`config.mk`:
```
export PLATFORM = sky130hd
export DESIGN_NAME = bsg_clk_gen_pearl_seq
export DESIGN_NICKNAME = d
export VERILOG_FILES = /design/src/rtl/bsg_clk_gen_pearl_seq.sv
export SDC_FILE = /design/constraint.sdc
export NUM_CORES = 1
export LEC_CHECK = 0
export ABC_AREA = 1
export CAP_MARGIN = 20
export CORE_AREA = 2 2 99 101
export CTS_CLUSTER_SIZE = 14
export DETAILED_ROUTE_END_ITERATION = 16
export DIE_AREA = 0 0 101 103
export HOLD_SLACK_MARGIN = 0.06
export PLACE_DENSITY = 0.89
export SLEW_MARGIN = 20
export SYNTH_ARGS = -nofsm -noshare
export SYNTH_HDL_FRONTEND = slang
export SYNTH_SLANG_ARGS = --single-unit
export TNS_END_PERCENT = 20
```
`constraint.sdc`:
```
create_clock -name clk_i -period 2.3 [get_ports clk_i]
set_input_delay 0.23 -clock clk_i [delete_from_list [all_inputs] [get_ports clk_i]]
set_output_delay 0.23 -clock clk_i [all_outputs]
set_load 0.005 [all_outputs]
```
`src/rtl/bsg_clk_gen_pearl_seq.sv`:
```
// Bring-up sequencer for an array of clock generators.
//
// A single start_i pulse (accepted only while idle) latches the per-channel
// oscillator, downsampler and select settings plus the dwell count, then walks
// each channel in ascending order through:
//   RESET (W' cycles) -> OSC_LD -> OSC_TRIG -> DS (W' cycles) -> SEL -> MON (W' cycles)
// where W' = max(wait_cycles_i, 1). Each channel costs 3W'+3 cycles.
//
// Ports:
//   clk_i, reset_n_i        clock and asynchronous active-low reset
//   start_i                 sequence request
//   chan_en_i               per-channel enable (latched at start)
//   osc_val_i, ds_val_i     per-channel oscillator / downsampler settings (latched)
//   sel_i                   2-bit clock select per channel (latched)
//   wait_cycles_i           dwell W (latched)
//   async_output_disable_i  combinational override forcing all selects to 2'b11
//   busy_o, done_o          sequence in progress / one-cycle completion pulse
//   async_reset_o, osc_o, osc_trigger_o, ds_o, select_o, monitor_reset_o
//                           registered control outputs to the generator/monitor instances
//
// Build option: BSG_CLK_GEN_PEARL_SEQ_SKIP_EN makes disabled channels cost zero
// cycles. Without it, disabled channels still occupy their slot but none of
// their outputs change.
module bsg_clk_gen_pearl_seq #(
  parameter int unsigned num_chan_p   = 2,
  parameter int unsigned osc_width_p  = 8,
  parameter int unsigned ds_width_p   = 8,
  parameter int unsigned wait_width_p = 8
) (
  input  logic                              clk_i,
  input  logic                              reset_n_i,
  input  logic                              start_i,
  input  logic [num_chan_p-1:0]             chan_en_i,
  input  logic [num_chan_p*osc_width_p-1:0] osc_val_i,
  input  logic [num_chan_p*ds_width_p-1:0]  ds_val_i,
  input  logic [2*num_chan_p-1:0]           sel_i,
  input  logic [wait_width_p-1:0]           wait_cycles_i,
  input  logic                              async_output_disable_i,
  output logic                              busy_o,
  output logic                              done_o,
  output logic [num_chan_p-1:0]             async_reset_o,
  output logic [num_chan_p*osc_width_p-1:0] osc_o,
  output logic [num_chan_p-1:0]             osc_trigger_o,
  output logic [num_chan_p*ds_width_p-1:0]  ds_o,
  output logic [2*num_chan_p-1:0]           select_o,
  output logic [num_chan_p-1:0]             monitor_reset_o
);

  localparam int unsigned ChanW = (num_chan_p > 1) ? $clog2(num_chan_p) : 1;

  typedef enum logic [2:0] {
    StIdle, StReset, StOscLd, StOscTrig, StDs, StSel, StMon
  } state_e;

  state_e state_q, state_d;
  logic [ChanW-1:0] c_q, c_d;
  logic [wait_width_p-1:0] cnt_q, cnt_d, wait_q, wait_d, dwell_m1;

  // Settings latched at start
  logic [num_chan_p-1:0]             en_q, en_d;
  logic [num_chan_p*osc_width_p-1:0] osc_lat_q, osc_lat_d;
  logic [num_chan_p*ds_width_p-1:0]  ds_lat_q, ds_lat_d;
  logic [2*num_chan_p-1:0]           sel_lat_q, sel_lat_d;

  // Registered outputs
  logic [num_chan_p-1:0]             arst_q, arst_d, trig_q, trig_d, mon_q, mon_d;
  logic [num_chan_p*osc_width_p-1:0] osc_q, osc_d;
  logic [num_chan_p*ds_width_p-1:0]  ds_q, ds_d;
  logic [2*num_chan_p-1:0]           sel_q, sel_d;
  logic                              busy_q, busy_d, done_q, done_d;

  logic             start_acc;
  logic             first_found, next_found;
  logic [ChanW-1:0] first_idx, next_idx;

  assign start_acc = (state_q == StIdle) && start_i;

  always_comb begin
    en_d      = en_q;
    osc_lat_d = osc_lat_q;
    ds_lat_d  = ds_lat_q;
    sel_lat_d = sel_lat_q;
    wait_d    = wait_q;
    if (start_acc) begin
      en_d      = chan_en_i;
      osc_lat_d = osc_val_i;
      ds_lat_d  = ds_val_i;
      sel_lat_d = sel_i;
      wait_d    = wait_cycles_i;
    end
  end

  // W'-1, taken from the value being latched so the first RESET dwell is right
  assign dwell_m1 = (wait_d == '0) ? '0 : wait_d - 1'b1;

  // Channel selection: first channel after start, and successor of c_q
  always_comb begin
    first_found = 1'b0;
    first_idx   = '0;
    next_found  = 1'b0;
    next_idx    = '0;
`ifdef BSG_CLK_GEN_PEARL_SEQ_SKIP_EN
    // Descending scan so the lowest qualifying index wins
    for (int i = int'(num_chan_p) - 1; i >= 0; i--) begin
      if (chan_en_i[i]) begin
        first_found = 1'b1;
        first_idx   = ChanW'(i);
      end
      if (en_q[i] && (i > int'(c_q))) begin
        next_found = 1'b1;
        next_idx   = ChanW'(i);
      end
    end
`else
    first_found = 1'b1;
    if (int'(c_q) < int'(num_chan_p) - 1) begin
      next_found = 1'b1;
      next_idx   = c_q + 1'b1;
    end
`endif
  end

  // Next-state logic
  always_comb begin
    state_d = state_q;
    c_d     = c_q;
    done_d  = 1'b0;
    unique case (state_q)
      StIdle: begin
        if (start_i) begin
          if (first_found) begin
            state_d = StReset;
            c_d     = first_idx;
          end else begin
            done_d = 1'b1;
          end
        end
      end
      StReset:   if (cnt_q == '0) state_d = StOscLd;
      StOscLd:   state_d = StOscTrig;
      StOscTrig: state_d = StDs;
      StDs:      if (cnt_q == '0) state_d = StSel;
      StSel:     state_d = StMon;
      StMon: begin
        if (cnt_q == '0) begin
          if (next_found) begin
            state_d = StReset;
            c_d     = next_idx;
          end else begin
            state_d = StIdle;
            c_d     = '0;
            done_d  = 1'b1;
          end
        end
      end
      default: state_d = StIdle;
    endcase
  end

  // Dwell counter: load on entry to a dwell state, count down to zero
  always_comb begin
    cnt_d = cnt_q;
    if ((state_d != state_q) &&
        ((state_d == StReset) || (state_d == StDs) || (state_d == StMon))) begin
      cnt_d = dwell_m1;
    end else if (cnt_q != '0) begin
      cnt_d = cnt_q - 1'b1;
    end
  end

  // Output next values, derived from the upcoming state so outputs are registered
  always_comb begin
    arst_d = arst_q;
    osc_d  = osc_q;
    trig_d = '0;
    ds_d   = ds_q;
    sel_d  = sel_q;
    mon_d  = mon_q;
    busy_d = (state_d != StIdle);
    for (int i = 0; i < int'(num_chan_p); i++) begin
      if (en_d[i] && (int'(c_d) == i)) begin
        if ((state_d == StReset) && (state_q != StReset)) arst_d[i] = 1'b1;
        if (state_d == StOscLd) begin
          arst_d[i] = 1'b0;
          osc_d[i*osc_width_p +: osc_width_p] = osc_lat_q[i*osc_width_p +: osc_width_p];
        end
        if (state_d == StOscTrig) trig_d[i] = 1'b1;
        if ((state_d == StDs) && (state_q != StDs)) begin
          ds_d[i*ds_width_p +: ds_width_p] = ds_lat_q[i*ds_width_p +: ds_width_p];
        end
        if (state_d == StSel) sel_d[2*i +: 2] = sel_lat_q[2*i +: 2];
        if ((state_d == StMon) && (state_q != StMon)) mon_d[i] = 1'b1;
      end
      if (en_q[i] && (int'(c_q) == i) && (state_q == StMon) && (state_d != StMon)) begin
        mon_d[i] = 1'b0;
      end
    end
  end

  always_ff @(posedge clk_i or negedge reset_n_i) begin
    if (!reset_n_i) begin
      state_q   <= StIdle;
      c_q       <= '0;
      cnt_q     <= '0;
      wait_q    <= '0;
      en_q      <= '0;
      osc_lat_q <= '0;
      ds_lat_q  <= '0;
      sel_lat_q <= '0;
      arst_q    <= '1;
      osc_q     <= '0;
      trig_q    <= '0;
      ds_q      <= '0;
      sel_q     <= '1;
      mon_q     <= '1;
      busy_q    <= 1'b0;
      done_q    <= 1'b0;
    end else begin
      state_q   <= state_d;
      c_q       <= c_d;
      cnt_q     <= cnt_d;
      wait_q    <= wait_d;
      en_q      <= en_d;
      osc_lat_q <= osc_lat_d;
      ds_lat_q  <= ds_lat_d;
      sel_lat_q <= sel_lat_d;
      arst_q    <= arst_d;
      osc_q     <= osc_d;
      trig_q    <= trig_d;
      ds_q      <= ds_d;
      sel_q     <= sel_d;
      mon_q     <= mon_d;
      busy_q    <= busy_d;
      done_q    <= done_d;
    end
  end

  assign busy_o          = busy_q;
  assign done_o          = done_q;
  assign async_reset_o   = arst_q;
  assign osc_o           = osc_q;
  assign osc_trigger_o   = trig_q;
  assign ds_o            = ds_q;
  assign monitor_reset_o = mon_q;
  // Override is combinational; sel_q keeps the programmed value underneath
  assign select_o        = async_output_disable_i ? '1 : sel_q;

endmodule
```
==> flow_summary_export.csv <==
group,metric,value,unit
outcome,status,"finished, final reports clean",
detailed_routing,first_iter_violations,211,
final_layout,final_common_cell,"dfrtp_1",
worst_setup_path,cp-start-kind,"register",
timing,relSlewSlack,0.604,
placed_design,io_buffers,93,
final_layout,seq_area,2560,sq um
pwr,p_int,2.33,mW
synthesis,yosys_warnings,0,
worst_setup_path,reg2regPathDepth,12,
worst_setup_path,worstPathCellList,"inv_1 > ha_2 > nand2_4 > nor2_8 > buf_4 > inv_2 > a21oi_4 > inv_1 > nor2_2 > inv_2 > nand2_1 > o21ai_2",
detailed_routing,dr.pass1.iters,4,
detailed_routing,drt-total-wl,10.4,mm
final_layout,num-nets-final,655,
pwr,p_leak,2.98,nW
worst_hold_path,whs_endpoint,"ds_lat_q[4]$_DFFE_PN0N_",
detailed_routing,vias,3657,
global_routing,antenna_found_initial,0,
pwr,p_comb_frac,0.047,
synthesis,ys_seq_area_frac,0.545,
worst_setup_path,critPathCaptureType,"register",
timing,finClkSkew,0.0195,ns
floorplanning,start_util,0.497,
global_routing,track_usage,0.205,
timing,setup-violations-final,0,
detailed_routing,wire_per_inst,14.4,microns
final_layout,nFillCells,724,
clocking,path_clk_slew,0.12,ns
worst_setup_path,slowest_stage,"dfrtp_1",
run,maxCapViolCount,0,
final_layout,area_delta_synth_final,27.3,%
synthesis,synth_nets,555,
floorplanning,coreArea,9460,sq um
global_routing,grt_pass1_vias,3604,
synthesis,syn_inst,501,
floorplanning,dieArea,10400,sq um
global_routing,grt_start_max_net_pins,48,
detailed_routing,drtAntennaViolNets,0,
worst_setup_path,cp.required,2.57,ns
worst_hold_path,hold_depth,3,
worst_setup_path,regToRegSetupSlack,0.13,ns
synthesis,synth_seq_cells,102,
final_layout,drive_gt1_frac,0.190,
pwr,power.share.clock,0.369,
pwr,power,3.07,mW
synthesis,synth.avg_cell_area,9.39,sq um
worst_setup_path,r2r-end,"osc_o[6]$_DFFE_PN0P_",
pwr,p_switching,0.733,mW
timing,finalHoldViolCount,0,
synthesis,synth_edf_count,0,
final_layout,multi_input_area,1780,sq um
timing,timing.final.crit_period,2.17,ns
pwr,vdd_ir_drop_max,0.000339,V
worst_hold_path,hp-class,"input pin to register",
placed_design,detailed_place_hpwl,7.41,mm
floorplanning,die_height,103,microns
global_routing,grt_pass1_wl,16.6,mm
worst_setup_path,r2r_start,"cnt_q[0]$_DFFE_PN0P_",
clocking,cts_made_buffers,9,
timing,tns,0,ns
synthesis,synth_ff_type,"dfrtp_1",
clocking,cts_tree,"built",
floorplanning,die_w,101,microns
timing,slew_violations,0,
timing,max_freq,462,MHz
worst_setup_path,worstSetupPathType,"register to register",
worst_setup_path,cp.arrival,2.44,ns
clocking,clockBufferDepth,2,
synthesis,ys_types,43,
worst_setup_path,critPathMaxFanout,16,
timing,worstMarginPinSlew,0.595,ns
worst_setup_path,slowest_delay,0.41,ns
placed_design,routabilityCongestion,0.905,
synthesis,synthArstFlopShare,1.00,
final_layout,final_cell_mix,"dfrtp_1, clkdlybuf4s50_1, nand2_1",
clocking,htree_levels,3,
pwr,power_frac_seq,0.584,
pwr,switching_share,0.239,
clocking,cts.sinks,102,
detailed_routing,drc,0,
clocking,root_buffer,"clkbuf_8",
timing,min_period_over_period,0.942,
global_routing,grt.overflow.total,0,
timing,rsz0062_at_grt,"true",
clocking,clk_latency,0.38,ns
pwr,pwr_density_cell,512,nW/um^2
worst_hold_path,hold_start,"ds_val_i[4]",
detailed_routing,via_per_inst,5.08,
synthesis,synth_area,4700,sq um
floorplanning,rows,36,
floorplanning,ios,94,
final_layout,antennaDiodeCount,0,
-- cells by family after synthesis --
kind of cell | count (synthesis) | synth area share
and+or+nand+nor | 206 | 0.210
adders and majority gates | 4 | 0.0106
xor gates and xnor gates | 8 | 0.0149
AOI/OAI and AO/OA | 87 | 0.124
muxes | 6 | 0.0144
buffers and inverters | 88 | 0.0808
DFF | 102 | 0.545
-- repair_timing --
item,4_1_cts,5_1_grt
endpoints found under the setup margin,1,17
hold buffers,1,0
pin swaps,0,1
hold endpoints to repair,41,0
gates cloned,0,0
buffers inserted,0,2
resized for setup,1,5
-- power by group through the flow --
stage	sequential, mW	combinational, mW	clock, mW
floorplan	1.83	0.00876	0
global route	1.79	0.157	1.21
detailed placement	1.83	0.144	0
global placement	1.83	0.142	0
CTS	1.79	0.146	1.16
finish	1.79	0.144	1.13
-- layout make-up --
class	count	share of cell area
clock buffer	10	0.0230
sequential	102	0.428
inverter	74	0.0468
tap	114	0.0238
multi-input combinational	311	0.298
clock inverter	6	0.0104
timing repair buffer	103	0.170
-- per-layer routing --
metal  share of wire  wire (microns)  track usage  vias to the layer above
met5               0               0            0                        -
met4           0.021             223       0.0717                        0
met3           0.044             458       0.0427                       23
met2            0.51            5290        0.353                      108
met1            0.42            4410        0.258                     1742
li1                -               -            -                     1784
-- worst max path at each step --
stage,startpoint,end,slack (ns),cells after the start
floorplan,cnt_q[0]$_DFFE_PN0P_,osc_o[5]$_DFFE_PN0P_,0.16,14
global placement,start_i,cnt_q[4]$_DFFE_PN0P_,0.11,14
detailed placement,start_i,cnt_q[4]$_DFFE_PN0P_,0.01,14
CTS,cnt_q[0]$_DFFE_PN0P_,ds_o[4]$_DFFE_PN0P_,0.04,13
global route,state_q[0]$_DFF_PN0_,cnt_q[4]$_DFFE_PN0P_,-0.04,12
finish,cnt_q[0]$_DFFE_PN0P_,osc_o[6]$_DFFE_PN0P_,0.13,12
-- state kept, by name, summed over array words and instances (netlist names) --
name             flops
sel_lat_q            4
async_reset_o        2
osc_o               16
osc_lat_q           16
state_q              3
sel_q                4
wait_q               8
en_q                 2
done_o               1
monitor_reset_o      2
busy_o               1
ds_o                16
cnt_q                8
ds_lat_q            16
c_q                  1
osc_trigger_o        2
-- Yosys cell counts (4+ instances only) --
library cell	n	share of area
nand3_1	27	0.029
nor2_1	48	0.038
o21ai_1	7	0.0074
a21oi_1	34	0.036
nand2_2	12	0.016
o21ai_0	8	0.0085
xnor2_1	5	0.0093
inv_1	66	0.053
inv_2	6	0.0048
dfstp_2	8	0.045
o21ai_2	27	0.050
nand2_1	90	0.072
buf_6	5	0.012
nor2_2	6	0.0080
mux2_2	6	0.014
ha_1	4	0.011
clkbuf_1	4	0.0032
nand2_4	6	0.014
or2_2	4	0.0053
dfrtp_1	94	0.50
-- stage by stage --
step / utilization / setup WS (ns) / area (sq um) / instances / hold slack, ns
after floorplan: - / 0.158 / 4700 / 501 / -0.0656
after global placement: 0.607 / 0.111 / 5740 / 701 / 0.263
after detailed placement: 0.607 / 0.0145 / 5740 / 701 / 0.271
after CTS: 0.629 / 0.0412 / 5950 / 718 / 0.399
after global routing: 0.633 / -0.0366 / 5990 / 720 / 0.411
final: 0.633 / 0.134 / 5990 / 720 / 0.412
-- critical path: cells and delay by family, from the launching register on --
kind | cells | cell delay (ns)
AO/OA/AOI/OAI | 2 | 0.35
adder cells (fa/ha/maj) | 1 | 0.21
buffers and inverters | 5 | 0.62
flip-flops | 1 | 0.41
AND/OR/NAND/NOR | 4 | 0.48
Note: power is estimated with default switching activity, not from simulation.
